===== src/rtl/cp0_exc_unit_pkg.sv =====
// rtl/cp0_exc_unit_pkg.sv - CP0 register numbers, exception codes and field positions
package cp0_exc_unit_pkg;

  // CP0 register numbers (rd field of mfc0/mtc0)
  localparam logic [4:0] CP0_SR    = 5'd12;
  localparam logic [4:0] CP0_CAUSE = 5'd13;
  localparam logic [4:0] CP0_EPC   = 5'd14;
  localparam logic [4:0] CP0_PRID  = 5'd15;

  // Exception codes carried in Cause.ExcCode
  localparam logic [4:0] EXC_INT  = 5'd0;
  localparam logic [4:0] EXC_ADEL = 5'd4;
  localparam logic [4:0] EXC_ADES = 5'd5;
  localparam logic [4:0] EXC_RI   = 5'd10;
  localparam logic [4:0] EXC_OV   = 5'd12;

  // Field positions inside SR and Cause
  localparam int IM_HI   = 15;
  localparam int IM_LO   = 10;
  localparam int EXL_BIT = 1;
  localparam int IE_BIT  = 0;
  localparam int BD_BIT  = 31;
  localparam int IP_HI   = 15;
  localparam int IP_LO   = 10;
  localparam int EC_HI   = 6;
  localparam int EC_LO   = 2;

endpackage


===== src/rtl/cp0_exc_unit.sv =====
// rtl/cp0_exc_unit.sv - CP0 exception/interrupt unit (SR, Cause, EPC, PrID)
module cp0_exc_unit
  import cp0_exc_unit_pkg::*;
#(
  parameter logic [31:0] HANDLER_ADDR = 32'h0000_4180,
  parameter logic [31:0] PRID         = 32'h2017_1205
) (
  input  logic        clk,
  input  logic        reset,
  input  logic [31:0] pc_m,
  input  logic        bd_m,
  input  logic [4:0]  exccode_m,
  input  logic [5:0]  hwint,
  input  logic        eret_m,
  input  logic        we,
  input  logic [4:0]  addr,
  input  logic [31:0] din,
  output logic [31:0] dout,
  output logic [31:0] epc,
  output logic        intreq,
  output logic [31:0] exc_pc
);

  logic [5:0]  im;
  logic        exl;
  logic        ie;
  logic        bd;
  logic [5:0]  ip;
  logic [4:0]  exccode;
  logic [29:0] epc_q;

  logic        int_pend;
  logic        exc_pend;
  logic [31:0] pc_al;
  logic [31:0] epc_next;
  logic [31:0] sr_val;
  logic [31:0] cause_val;
  logic        unused_pc;

  // PC is word aligned; the low two bits never reach EPC
  assign unused_pc = ^pc_m[1:0];

  assign int_pend = (|(hwint & im)) & ie & ~exl;
  assign exc_pend = (exccode_m != 5'd0) & ~exl;
  assign intreq   = int_pend | exc_pend;
  assign exc_pc   = HANDLER_ADDR;
  assign epc      = {epc_q, 2'b00};

  // Restart address: a delay-slot instruction resumes at its branch (wraps modulo 2^32)
  always_comb begin
    pc_al    = {pc_m[31:2], 2'b00};
    epc_next = bd_m ? (pc_al - 32'd4) : pc_al;
  end

  // Pack SR and Cause for reads; unused bits read zero
  always_comb begin
    sr_val                 = '0;
    sr_val[IM_HI:IM_LO]    = im;
    sr_val[EXL_BIT]        = exl;
    sr_val[IE_BIT]         = ie;
    cause_val              = '0;
    cause_val[BD_BIT]      = bd;
    cause_val[IP_HI:IP_LO] = ip;
    cause_val[EC_HI:EC_LO] = exccode;
  end

  // mfc0 read mux, shows pre-write register values
  always_comb begin
    dout = '0;
    case (addr)
      CP0_SR:    dout = sr_val;
      CP0_CAUSE: dout = cause_val;
      CP0_EPC:   dout = {epc_q, 2'b00};
      CP0_PRID:  dout = PRID;
      default:   dout = '0;
    endcase
  end

  // Register update: exception entry beats mtc0 and eret; IP samples hwint every cycle
  always_ff @(posedge clk) begin
    if (reset) begin
      im      <= '0;
      exl     <= 1'b0;
      ie      <= 1'b0;
      bd      <= 1'b0;
      ip      <= '0;
      exccode <= '0;
      epc_q   <= '0;
    end else begin
      ip <= hwint;
      if (intreq) begin
        exl     <= 1'b1;
        exccode <= int_pend ? EXC_INT : exccode_m;
        bd      <= bd_m;
        epc_q   <= epc_next[31:2];
      end else begin
        if (eret_m) begin
          exl <= 1'b0;
        end
        if (we) begin
          case (addr)
            CP0_SR: begin
              im  <= din[IM_HI:IM_LO];
              exl <= din[EXL_BIT];
              ie  <= din[IE_BIT];
            end
            CP0_EPC: epc_q <= din[31:2];
            default: ;
          endcase
        end
      end
    end
  end

endmodule


===== config.mk =====
export PLATFORM = sky130hd
export DESIGN_NAME = cp0_exc_unit
export DESIGN_NICKNAME = d
export VERILOG_FILES = /design/src/rtl/cp0_exc_unit_pkg.sv /design/src/rtl/cp0_exc_unit.sv
export SDC_FILE = /design/constraint.sdc
export NUM_CORES = 1
export LEC_CHECK = 0
export BUFFER_PORTS_ARGS = -buffer_cell sky130_fd_sc_hd__buf_4
export CORE_MARGIN = 5
export CORE_UTILIZATION = 41
export DETAILED_ROUTE_END_ITERATION = 16
export GPL_TIMING_DRIVEN = 0
export PLACE_DENSITY_LB_ADDON = 0.08
export SYNTH_ARGS = -nofsm -noshare
export SYNTH_HDL_FRONTEND = slang
export SYNTH_SLANG_ARGS = --single-unit

===== constraint.sdc =====
create_clock -name clk -period 1.8 [get_ports clk]
set_clock_uncertainty 0.15 [all_clocks]
set_input_delay 0.18 -clock clk [delete_from_list [all_inputs] [get_ports clk]]
set_output_delay 0.18 -clock clk [all_outputs]
set_load 0.01 [all_outputs]

==> tab_implementation.tex, run 1 <==
\begin{tabular}{lr}
\hline
Metric & Value \\
\hline
\multicolumn{2}{l}{\textbf{Placed design}} \\
Routability congestion estimate & 0.8952 \\
Placed standard-cell area & 4745 µm² \\
Detailed-placement wirelength estimate & 9373 µm \\
IO Port Bufs & 142 \\
\multicolumn{2}{l}{\textbf{Yosys}} \\
Register bit count reported by yosys & 50 \\
Cell types occupying the most area after synthesis & sky130\_fd\_sc\_hd\_\_dfxtp\_1 29\%, sky130\_fd\_sc\_hd\_\_mux2i\_1 11\%, sky130\_fd\_sc\_hd\_\_buf\_4 7.9\% \\
Biggest area consumer among synthesized cells & sky130\_fd\_sc\_hd\_\_dfxtp\_1 \\
Number of flops mapped to enable cells by yosys & 0 \\
Most instantiated flip-flop cell in the synthesis netlist & sky130\_fd\_sc\_hd\_\_dfxtp\_1 \\
Count of warnings emitted by yosys & 0 \\
Most used standard cell by instance count after synthesis & sky130\_fd\_sc\_hd\_\_nor2\_1 \\
Fraction of synthesized cell area taken by the top area cell type & 29.28\% \\
Sequential fraction of the synthesis area & 29.28\% \\
Post-synthesis cell count & 416 \\
Netlist area before placement & 3418 µm² \\
Most instantiated cells after synthesis & 59 x sky130\_fd\_sc\_hd\_\_nor2\_1, 50 x sky130\_fd\_sc\_hd\_\_dfxtp\_1, 37 x sky130\_fd\_sc\_hd\_\_mux2i\_1 \\
Share of synthesized flip-flops with an asynchronous set or reset & 0\% \\
Number of distinct library cells after synthesis & 47 \\
Mapped Avg Cell Area & 8.217 µm² \\
\multicolumn{2}{l}{\textbf{Timing}} \\
Peak Freq & 0.4891 GHz \\
Actual transition at the worst max-transition pin & 0.7422 ns \\
Share of the clock period used by the worst path & 113.6\% \\
Setup Total Neg Slack & -6.507 ns \\
Worst-case headroom to the max-slew limit & 50.07\% \\
Final hold violations & 0 \\
Final critical-path required period & 2.045 ns \\
Total setup violations reported at the end of the flow & 38 \\
RSZ-0062 raised after global routing & true \\
Final-report max-slew violation count & 0 \\
Final worst hold slack & 0.02245 ns \\
Min setup slack post-route & -0.2445 ns \\
\multicolumn{2}{l}{\textbf{Power and ir drop}} \\
P\_leak & 2.401 nW \\
Power Internal & 2.021 mW \\
Switching share of power & 30.83\% \\
Peak VDD IR & 0.2855 mV \\
Relative contribution of the clock network to total power & 23.3\% \\
Logic pwr share & 33.7\% \\
Switching pwr & 901.1 µW \\
Pwr dens & 547.4 nW/µm² \\
Relative contribution of sequential cells to total power & 43.0\% \\
\multicolumn{2}{l}{\textbf{Flow run}} \\
Number of maximum-capacitance constraint violations & 0 \\
\multicolumn{2}{l}{\textbf{Global route}} \\
Via count of the first global-routing pass & 3,518 \\
First-pass GRT wire length & 18,120 µm \\
Aggregate global-route resource usage & 22.33\% \\
Pin count of the biggest net entering global routing & 16 \\
Final global-route overflow total & 0 \\
Number of antenna violations at the first check in global routing & 0 \\
\multicolumn{2}{l}{\textbf{Setup path}} \\
Critical Path Sink Type & output port \\
Startpoint Class & flop \\
Critical Path Slowest Stage Cell & sky130\_fd\_sc\_hd\_\_dfxtp\_2 \\
Req. time, crit path & 1.47 ns \\
Crit-path leading delay family & compound AO/OA/AOI/OAI gates \\
Critical Path Max Stage Delay & 0.33 ns \\
Most repeated library cell on the critical path & sky130\_fd\_sc\_hd\_\_buf\_6 \\
Data arrival time at the worst-slack endpoint & 1.71 ns \\
Highest fanout seen on the critical path & 3 \\
Worst-path cell chain & a22o\_1, o311ai\_2, and2\_1, buf\_6, inv\_8, buf\_8, buf\_6 \\
Startpoint-to-endpoint class of the critical path & flop to output port \\
Buffers plus inverters on the worst setup path & 4 \\
\multicolumn{2}{l}{\textbf{Clock network}} \\
Clk buf depth & 2 \\
Clock tree from TritonCTS & built \\
Clock network latency to the later pin of the worst-skew pair & 0.30 ns \\
Buffer type at the clock tree root & sky130\_fd\_sc\_hd\_\_clkbuf\_8 \\
Count of H-tree levels built during CTS & 2 \\
Post-CTS clock slew at the launch and capture registers of the worst setup and hold paths & 0.09 ns \\
Number of clock sinks seen by CTS & 50 \\
TritonCTS Buffers & 5 \\
\multicolumn{2}{l}{\textbf{Run status}} \\
Outcome & finished with violations \\
Violations in the final reports & setup timing \\
\multicolumn{2}{l}{\textbf{Floorplanning}} \\
Rows & 33 \\
Initial Util & 41.81\% \\
Horizontal extent of the die & 101.3 µm \\
Top-level port count & 182 \\
Die Height & 101.3 µm \\
Overall die area & 10,260 µm² \\
Floorplan core area & 8175 µm² \\
\multicolumn{2}{l}{\textbf{Min path}} \\
Classification of the worst-slack hold path & primary input to flop \\
\multicolumn{2}{l}{\textbf{Final layout}} \\
Layout cells sized above 1 & 40.38\% \\
Post-route core utilization & 65.30\% \\
Area grow syn2layout & 56.19\% \\
Net count reported at finish & 709 \\
Antenna Cells & 0 \\
Design Area, Final & 5339 µm² \\
\multicolumn{2}{l}{\textbf{Routing}} \\
Length of the first detailed-routing pass in iterations & 4 \\
Mean routed wirelength per cell & 16.90 µm \\
Total wire length & 12,320 µm \\
Violation count after the first detailed-routing iteration & 168 \\
DR DRC count & 0 \\
Post-DR vias/cell & 5.066 \\
Via count & 3,693 \\
Remaining number of nets flagged by the antenna check after routing & 0 \\
\hline
\end{tabular}
[final cells by class]
type | instances | area (µm²)
clock inverters | 2 | 12.51
multi-input cells | 332 | 2241
repair buffers | 169 | 1364
flip-flops and latches | 50 | 1005
plain buffers | 61 | 480.5
well taps | 105 | 131.4
inverters | 4 | 22.52
clock buffers | 6 | 82.58
fillers | 760 | 2836
[per-stage QoR]
step           power (mW)  worst slack [ns]  cells
6_report            2.922           -0.2445    729
3_3_place_gp        2.072           -0.3804    695
3_5_place_dp        2.085           -0.3894    695
5_1_grt             3.069           -0.3131    729
2_1_floorplan       1.685          0.002438    448
4_1_cts             2.850           -0.2832    723
[power by group through the flow]
stage                     logic (mW)  clock network (mW)  registers, mW
after floorplan                0.394                   0           1.29
after global placement         0.793                   0           1.28
after detailed placement       0.803                   0           1.28
after CTS                      0.894               0.699           1.26
after global routing            1.05               0.747           1.27
final                          0.985               0.680           1.26
[per-layer routing]
metal	vias to the layer above	part of all wire [%]	global-route usage [%]
met5	-	0	0
met4	0	0.91	5.419
met3	11	7.6	3.719
met2	157	49	37.12
met1	1715	43	30.17
li1	1810	-	-
[cells in the final DEF, fill, tap and decap left out, types with 3 or more instances in the layout]
cell                            Yosys  routed
sky130_fd_sc_hd__xor2_1             6       6
sky130_fd_sc_hd__nand4_1            4       4
sky130_fd_sc_hd__a211oi_2           0       9
sky130_fd_sc_hd__clkbuf_8           0       8
sky130_fd_sc_hd__buf_8              0       3
sky130_fd_sc_hd__nand3_1            8       8
sky130_fd_sc_hd__a21o_1            15      15
sky130_fd_sc_hd__inv_1              3       3
sky130_fd_sc_hd__mux2i_1           37      37
sky130_fd_sc_hd__dlygate4sd3_1      0      15
sky130_fd_sc_hd__or4_1              5       5
sky130_fd_sc_hd__or3_1              5       5
sky130_fd_sc_hd__buf_6              0       5
sky130_fd_sc_hd__and3_1            14      14
sky130_fd_sc_hd__nor3_1             7       7
sky130_fd_sc_hd__clkbuf_2           0       4
sky130_fd_sc_hd__dfxtp_2            0       3
sky130_fd_sc_hd__a21oi_2            1       4
sky130_fd_sc_hd__nor2b_1           11      11
sky130_fd_sc_hd__mux2_2             5       5
sky130_fd_sc_hd__nor2_4             0       3
sky130_fd_sc_hd__a22oi_1            5       5
sky130_fd_sc_hd__clkbuf_16          0       3
sky130_fd_sc_hd__buf_2              7       3
sky130_fd_sc_hd__a22o_1             3       3
sky130_fd_sc_hd__clkbuf_1          18       9
sky130_fd_sc_hd__conb_1             2      34
sky130_fd_sc_hd__a211oi_1          15       6
sky130_fd_sc_hd__nand2_1           15      14
sky130_fd_sc_hd__buf_4             36     183
sky130_fd_sc_hd__nor2_1            59      56
sky130_fd_sc_hd__xnor2_1           22      22
sky130_fd_sc_hd__a21oi_1           28      25
sky130_fd_sc_hd__o21ai_0            4       4
sky130_fd_sc_hd__nor4_1             7       7
sky130_fd_sc_hd__dfxtp_1           50      47
[final timing paths]
check	start	endpoint	slack, ns	depth (start not counted)
max	im[0]	intreq	-0.24	7
min	pc_m[31]	epc_q[29]	0.02	3
max reg2reg	im[0]	epc_q[1]	-0.22	9
min reg2reg	exccode[0]	exccode[0]	0.31	2
[state kept, by name (all words and copies together), names as in the netlist]
signal	cells
ip	6
epc_q	30
im	6
exl	1
exccode	5
ie	1
bd	1
[cell families after synthesis]
kind of cell | count (synthesis) | share of synthesized area (%)
compound gates | 76 | 14.61
mux | 42 | 12.48
buf+inv | 66 | 11.46
fa+ha+maj | 1 | 0.3660
simple gates | 151 | 24.41
xor+xnor | 28 | 7.174
other cells | 2 | 0.2197
flops | 50 | 29.28
[worst min-delay path, stage by stage]
cell	delay [ns]
sky130_fd_sc_hd__buf_4	0.08
sky130_fd_sc_hd__xnor2_1	0.11
sky130_fd_sc_hd__a21oi_1	0.06
[what timing repair did]
action	CTS	global route
resized for setup	33	30
buffers inserted	4	5
endpoints found under the hold margin	15	0
setup endpoints to repair	48	66
hold buffers	15	0
pin swaps	6	10
gates cloned	1	2
Power figures use the tool's default switching activity.
==> run 2, diff against run 1 <==
MAX_ROUTING_LAYER = met4   (was default)
==> tab_implementation.tex, run 2 (same netlist as run 1, synthesis figures left out) <==
\begin{tabular}{lr}
\hline
Metric & Value \\
\hline
\multicolumn{2}{l}{\textbf{Timing}} \\
Final hold violations & 0 \\
Share of the clock period used by the worst path & 113.3\% \\
Min setup slack post-route & -0.2393 ns \\
Total setup violations reported at the end of the flow & 38 \\
RSZ-0062 raised after global routing & true \\
Worst-case headroom to the max-slew limit & 50.45\% \\
Final critical-path required period & 2.039 ns \\
Actual transition at the worst max-transition pin & 0.7433 ns \\
Final-report max-slew violation count & 0 \\
Peak Freq & 0.4904 GHz \\
\multicolumn{2}{l}{\textbf{Routing}} \\
Total wire length & 12,280 µm \\
Mean routed wirelength per cell & 16.84 µm \\
Met1 wire length & 5205 µm \\
Violation count after the first detailed-routing iteration & 173 \\
Remaining number of nets flagged by the antenna check after routing & 0 \\
Length of routed met3 wiring & 963 µm \\
Length of the first detailed-routing pass in iterations & 5 \\
Top layer in use & met4 \\
Via count & 3,734 \\
Post-DR vias/cell & 5.122 \\
Routed length on met2 & 5951 µm \\
DR DRC count & 0 \\
\multicolumn{2}{l}{\textbf{Power and ir drop}} \\
Switching pwr & 904.8 µW \\
Pwr dens & 548.1 nW/µm² \\
Logic pwr share & 33.6\% \\
P\_leak & 2.401 nW \\
Power, Total & 2.926 mW \\
Power Internal & 2.021 mW \\
Relative contribution of sequential cells to total power & 43.0\% \\
Peak VDD IR & 0.2878 mV \\
Relative contribution of the clock network to total power & 23.4\% \\
Switching share of power & 30.92\% \\
\multicolumn{2}{l}{\textbf{Global route}} \\
Final global-route overflow total & 0 \\
Via count of the first global-routing pass & 3,525 \\
Number of antenna violations at the first check in global routing & 0 \\
Aggregate global-route resource usage & 22.98\% \\
Pin count of the biggest net entering global routing & 16 \\
First-pass GRT wire length & 18,080 µm \\
\multicolumn{2}{l}{\textbf{Placed design}} \\
Detailed-placement wirelength estimate & 9373 µm \\
IO Port Bufs & 142 \\
Routability congestion estimate & 0.9104 \\
Placed cell count & 695 \\
Worst Setup Slack post-DPL & -0.3894 ns \\
\multicolumn{2}{l}{\textbf{Final layout}} \\
Post-route core utilization & 65.30\% \\
Leading cell types in the layout, fill and taps excluded & 183 x sky130\_fd\_sc\_hd\_\_buf\_4, 56 x sky130\_fd\_sc\_hd\_\_nor2\_1, 47 x sky130\_fd\_sc\_hd\_\_dfxtp\_1, 37 x sky130\_fd\_sc\_hd\_\_mux2i\_1, 34 x sky130\_fd\_sc\_hd\_\_conb\_1 \\
Area grow syn2layout & 56.19\% \\
Antenna Cells & 0 \\
Reg with most FFs & epc\_q \\
Layout cells sized above 1 & 40.38\% \\
Regs by FF count & epc\_q: 30 flops, im: 6 flops, ip: 6 flops \\
Most frequent standard cell in the layout excluding fill and tap cells & sky130\_fd\_sc\_hd\_\_buf\_4 \\
Flip-flop and latch area & 1005 µm² \\
Multi-input gate area in the final layout & 2241 µm² \\
Non-filler instance count after layout & 729 \\
Number of flip-flops under the largest register name & 30 \\
Net count reported at finish & 709 \\
Filler Cell Count & 760 \\
\multicolumn{2}{l}{\textbf{Setup path}} \\
Highest fanout seen on the critical path & 3 \\
Startpoint-to-endpoint class of the critical path & flop to output port \\
Data arrival time at the worst-slack endpoint & 1.71 ns \\
Critical Path Sink Type & output port \\
Critical Path Slowest Stage Cell & sky130\_fd\_sc\_hd\_\_dfxtp\_2 \\
Startpoint Class & flop \\
Most repeated library cell on the critical path & sky130\_fd\_sc\_hd\_\_buf\_6 \\
Critical Path Max Stage Delay & 0.33 ns \\
Req. time, crit path & 1.47 ns \\
Worst-path cell chain & a22o\_1, o311ai\_2, and2\_1, buf\_6, inv\_8, buf\_8, buf\_6 \\
\multicolumn{2}{l}{\textbf{Floorplanning}} \\
Top-level port count & 182 \\
Horizontal extent of the die & 101.3 µm \\
Overall die area & 10,260 µm² \\
Rows & 33 \\
Initial Util & 41.81\% \\
Floorplan core area & 8175 µm² \\
Die Height & 101.3 µm \\
\multicolumn{2}{l}{\textbf{Clock network}} \\
TritonCTS Buffers & 5 \\
Buffer type at the clock tree root & sky130\_fd\_sc\_hd\_\_clkbuf\_8 \\
Clk buf depth & 2 \\
Count of H-tree levels built during CTS & 2 \\
Clock tree from TritonCTS & built \\
Clock network latency to the later pin of the worst-skew pair & 0.30 ns \\
Post-CTS clock slew at the launch and capture registers of the worst setup and hold paths & 0.09 ns \\
Number of clock sinks seen by CTS & 50 \\
\multicolumn{2}{l}{\textbf{Run status}} \\
Outcome & finished with violations \\
Violations in the final reports & setup timing \\
\multicolumn{2}{l}{\textbf{Min path}} \\
Classification of the worst-slack hold path & primary input to flop \\
\multicolumn{2}{l}{\textbf{Flow run}} \\
Number of maximum-capacitance constraint violations & 0 \\
\hline
\end{tabular}
## run 2: worst paths after layout
| kind | startpoint | endpoint | slack [ns] | cells past startpoint |
|---|---|---|---|---|
| worst min-delay path | pc_m[31] | epc_q[29] | 0.02 | 3 |
| worst max-delay path | im[0] | intreq | -0.24 | 7 |
| worst max register to register | im[0] | epc_q[1] | -0.22 | 9 |
| worst min register to register | exccode[0] | exccode[0] | 0.32 | 2 |
## run 2: stage by stage
stage	hold slack, ns	setup TNS [ns]	cell area, µm²
floorplan	0.1582	0	3547
global placement	0.2556	-12.42	4745
detailed placement	0.2635	-12.31	4745
CTS	0.003634	-5.062	5155
global route	0.006055	-9.399	5339
finish	0.01899	-6.253	5339
## run 2: what timing repair did
action                                  CTS  global route
endpoints found under the setup margin   48            66
pin swaps                                 6            10
cloned                                    1             2
gates resized for setup                  33            30
buffers inserted                          4             5
endpoints found under the hold margin    15             0
hold buffers                             15             0
## run 2: layout make-up
type / instances / share of cell area [%]
clock buffer: 6 / 1.547
buffer: 61 / 8.999
tap: 105 / 2.461
inverter: 4 / 0.4218
sequential: 50 / 18.82
clock inverter: 2 / 0.2344
multi-input combinational: 332 / 41.97
timing repair buffer: 169 / 25.54
## run 2: critical path: cells and delay by family, from the launching register on
family,cells,cell delay [ns]
compound gates,2,0.52
buf+inv,4,0.38
flops,1,0.33
simple gates,1,0.18
## run 2: power by group through the flow
| stage | clock, mW | sequential (mW) | combinational (mW) |
|---|---|---|---|
| 5_1_grt | 0.747 | 1.27 | 1.05 |
| 6_report | 0.684 | 1.26 | 0.984 |
| 2_1_floorplan | 0 | 1.29 | 0.394 |
| 3_5_place_dp | 0 | 1.28 | 0.803 |
| 4_1_cts | 0.699 | 1.26 | 0.894 |
| 3_3_place_gp | 0 | 1.28 | 0.793 |
## run 2: routing by layer
metal | track usage (%) | up-vias
met5 | - | -
met4 | 5.726 | 0
met3 | 3.168 | 14
met2 | 36.97 | 179
met1 | 30.42 | 1732
li1 | - | 1809
==> run 3, diff against run 2 <==
CORE_UTILIZATION = 29   (was 41)
REMOVE_ABC_BUFFERS = 1   (was default)
==> tab_implementation.tex, run 3 (same netlist as run 1, synthesis figures left out) <==
\begin{tabular}{lr}
\hline
Metric & Value \\
\hline
\multicolumn{2}{l}{\textbf{Run status}} \\
Outcome & finished with violations \\
Violations in the final reports & setup timing \\
\multicolumn{2}{l}{\textbf{Final layout}} \\
Post-route core utilization & 46.68\% \\
Filler Cell Count & 1,149 \\
Leading cell types in the layout, fill and taps excluded & 163 x sky130\_fd\_sc\_hd\_\_buf\_4, 50 x sky130\_fd\_sc\_hd\_\_nor2\_1, 48 x sky130\_fd\_sc\_hd\_\_dfxtp\_1, 37 x sky130\_fd\_sc\_hd\_\_mux2i\_1, 34 x sky130\_fd\_sc\_hd\_\_conb\_1 \\
Number of flip-flops under the largest register name & 30 \\
Area grow syn2layout & 56.59\% \\
Reg with most FFs & epc\_q \\
Most frequent standard cell in the layout excluding fill and tap cells & sky130\_fd\_sc\_hd\_\_buf\_4 \\
Multi-input gate area in the final layout & 2442 µm² \\
Non-filler instance count after layout & 729 \\
Net count reported at finish & 671 \\
Antenna Cells & 0 \\
Layout cells sized above 1 & 43.69\% \\
Regs by FF count & epc\_q: 30 flops, im: 6 flops, ip: 6 flops \\
Flip-flop and latch area & 1003 µm² \\
\multicolumn{2}{l}{\textbf{Setup path}} \\
Data arrival time at the worst-slack endpoint & 1.96 ns \\
Highest fanout seen on the critical path & 5 \\
Critical Path Slowest Stage Cell & sky130\_fd\_sc\_hd\_\_dfxtp\_2 \\
Critical Path Sink Type & flop \\
Startpoint-to-endpoint class of the critical path & flop to flop \\
Req. time, crit path & 1.80 ns \\
Startpoint Class & flop \\
Worst-path cell chain & a22o\_4, o311ai\_4, buf\_4, and3b\_2, buf\_6, mux2i\_1, nor2\_1 \\
Critical Path Max Stage Delay & 0.34 ns \\
\multicolumn{2}{l}{\textbf{Global route}} \\
Via count of the first global-routing pass & 3,658 \\
Pin count of the biggest net entering global routing & 51 \\
First-pass GRT wire length & 20,230 µm \\
Aggregate global-route resource usage & 18.23\% \\
Number of antenna violations at the first check in global routing & 0 \\
Final global-route overflow total & 0 \\
\multicolumn{2}{l}{\textbf{Floorplanning}} \\
Rows & 39 \\
Top-level port count & 182 \\
Floorplan core area & 11,470 µm² \\
Die Height & 118.6 µm \\
Horizontal extent of the die & 118.6 µm \\
Overall die area & 14,060 µm² \\
Initial Util & 29.81\% \\
\multicolumn{2}{l}{\textbf{Clock network}} \\
TritonCTS Buffers & 5 \\
Buffer type at the clock tree root & sky130\_fd\_sc\_hd\_\_clkbuf\_16 \\
Clk buf depth & 2 \\
Count of H-tree levels built during CTS & 2 \\
Clock network latency to the later pin of the worst-skew pair & 0.28 ns \\
Number of clock sinks seen by CTS & 50 \\
Clock tree from TritonCTS & built \\
Post-CTS clock slew at the launch and capture registers of the worst setup and hold paths & 0.07 ns \\
\multicolumn{2}{l}{\textbf{Timing}} \\
Worst-case headroom to the max-slew limit & 57.35\% \\
Total setup violations reported at the end of the flow & 42 \\
Final hold violations & 0 \\
Share of the clock period used by the worst path & 109.0\% \\
RSZ-0062 raised after global routing & true \\
Setup Total Neg Slack & -3.159 ns \\
Final-report max-slew violation count & 0 \\
Min setup slack post-route & -0.1612 ns \\
Final critical-path required period & 1.961 ns \\
Actual transition at the worst max-transition pin & 0.6339 ns \\
Peak Freq & 0.5099 GHz \\
\multicolumn{2}{l}{\textbf{Placed design}} \\
Detailed-placement wirelength estimate & 8493 µm \\
Placed cell count & 675 \\
IO Port Bufs & 145 \\
Worst Setup Slack post-DPL & -1.511 ns \\
Routability congestion estimate & 0.8239 \\
\multicolumn{2}{l}{\textbf{Routing}} \\
Length of routed met3 wiring & 919 µm \\
Mean routed wirelength per cell & 18.20 µm \\
Length of the first detailed-routing pass in iterations & 4 \\
Post-DR vias/cell & 4.877 \\
Top layer in use & met4 \\
Via count & 3,555 \\
Violation count after the first detailed-routing iteration & 214 \\
Routed length on met2 & 6264 µm \\
Total wire length & 13,270 µm \\
Met1 wire length & 6058 µm \\
Remaining number of nets flagged by the antenna check after routing & 0 \\
DR DRC count & 0 \\
\multicolumn{2}{l}{\textbf{Power and ir drop}} \\
P\_leak & 2.273 nW \\
Power, Total & 3.304 mW \\
Pwr dens & 617.2 nW/µm² \\
Peak VDD IR & 0.5065 mV \\
\multicolumn{2}{l}{\textbf{Min path}} \\
Classification of the worst-slack hold path & primary input to flop \\
\multicolumn{2}{l}{\textbf{Flow run}} \\
Number of maximum-capacitance constraint violations & 0 \\
\hline
\end{tabular}
run 3: critical path, delay by kind of cell, from the launching register on:
kind,cells,cell delay (ns)
AO/OA/AOI/OAI,2,0.56
buffers and inverters,2,0.31
flip-flops,1,0.34
multiplexers,1,0.21
AND/OR/NAND/NOR,2,0.27
run 3: layer usage:
layer  vias to the layer above  track usage, %
met4                         0           2.197
met1                      1690           24.43
met3                         2           3.725
met2                       124           29.34
li1                       1739               -
met5                         -               -
run 3: timing repair:
item / in CTS / in global routing
endpoints found under the hold margin: 11 / 0
hold buffers: 11 / 0
cloned: 7 / 1
gates resized for setup: 37 / 52
setup buffers: 15 / 13
endpoints found under the setup margin: 74 / 56
pin swaps: 9 / 20
run 3: cell type report:
cell class | instances | area share [%]
multi-input cells | 337 | 45.63
flip-flops and latches | 50 | 18.75
repair buffers | 186 | 28.45
clock buffers | 6 | 2.408
clock inverters | 2 | 0.7013
inverters | 4 | 0.5143
repair inverters | 1 | 0.2104
well taps | 143 | 3.343
run 3: report_power, final:
| group | internal, mW | switching, mW | leakage, nW | total (mW) |
|---|---|---|---|---|
| Combinational | 0.471 | 0.486 | 1.78 | 0.957 |
| Clock | 0.658 | 0.439 | 0.0771 | 1.10 |
| Sequential | 1.19 | 0.0588 | 0.416 | 1.25 |
| Total | 2.32 | 0.984 | 2.27 | 3.30 |
run 3: worst paths after layout:
path	depth (start not counted)	start	slack (ns)	endpoint
max	7	im[1]	-0.16	ie
min	3	din[11]	0.01	im[1]
max reg2reg	7	im[1]	-0.16	ie
min reg2reg	2	exccode[4]	0.30	exccode[4]
run 3: through the flow:
step	instance area (µm²)	hold WS (ns)
5_1_grt	5353	0.01148
3_5_place_dp	4452	0.2608
2_1_floorplan	3162	0.09907
3_3_place_gp	4429	0.2542
4_1_cts	5062	0.007941
6_report	5353	0.01091
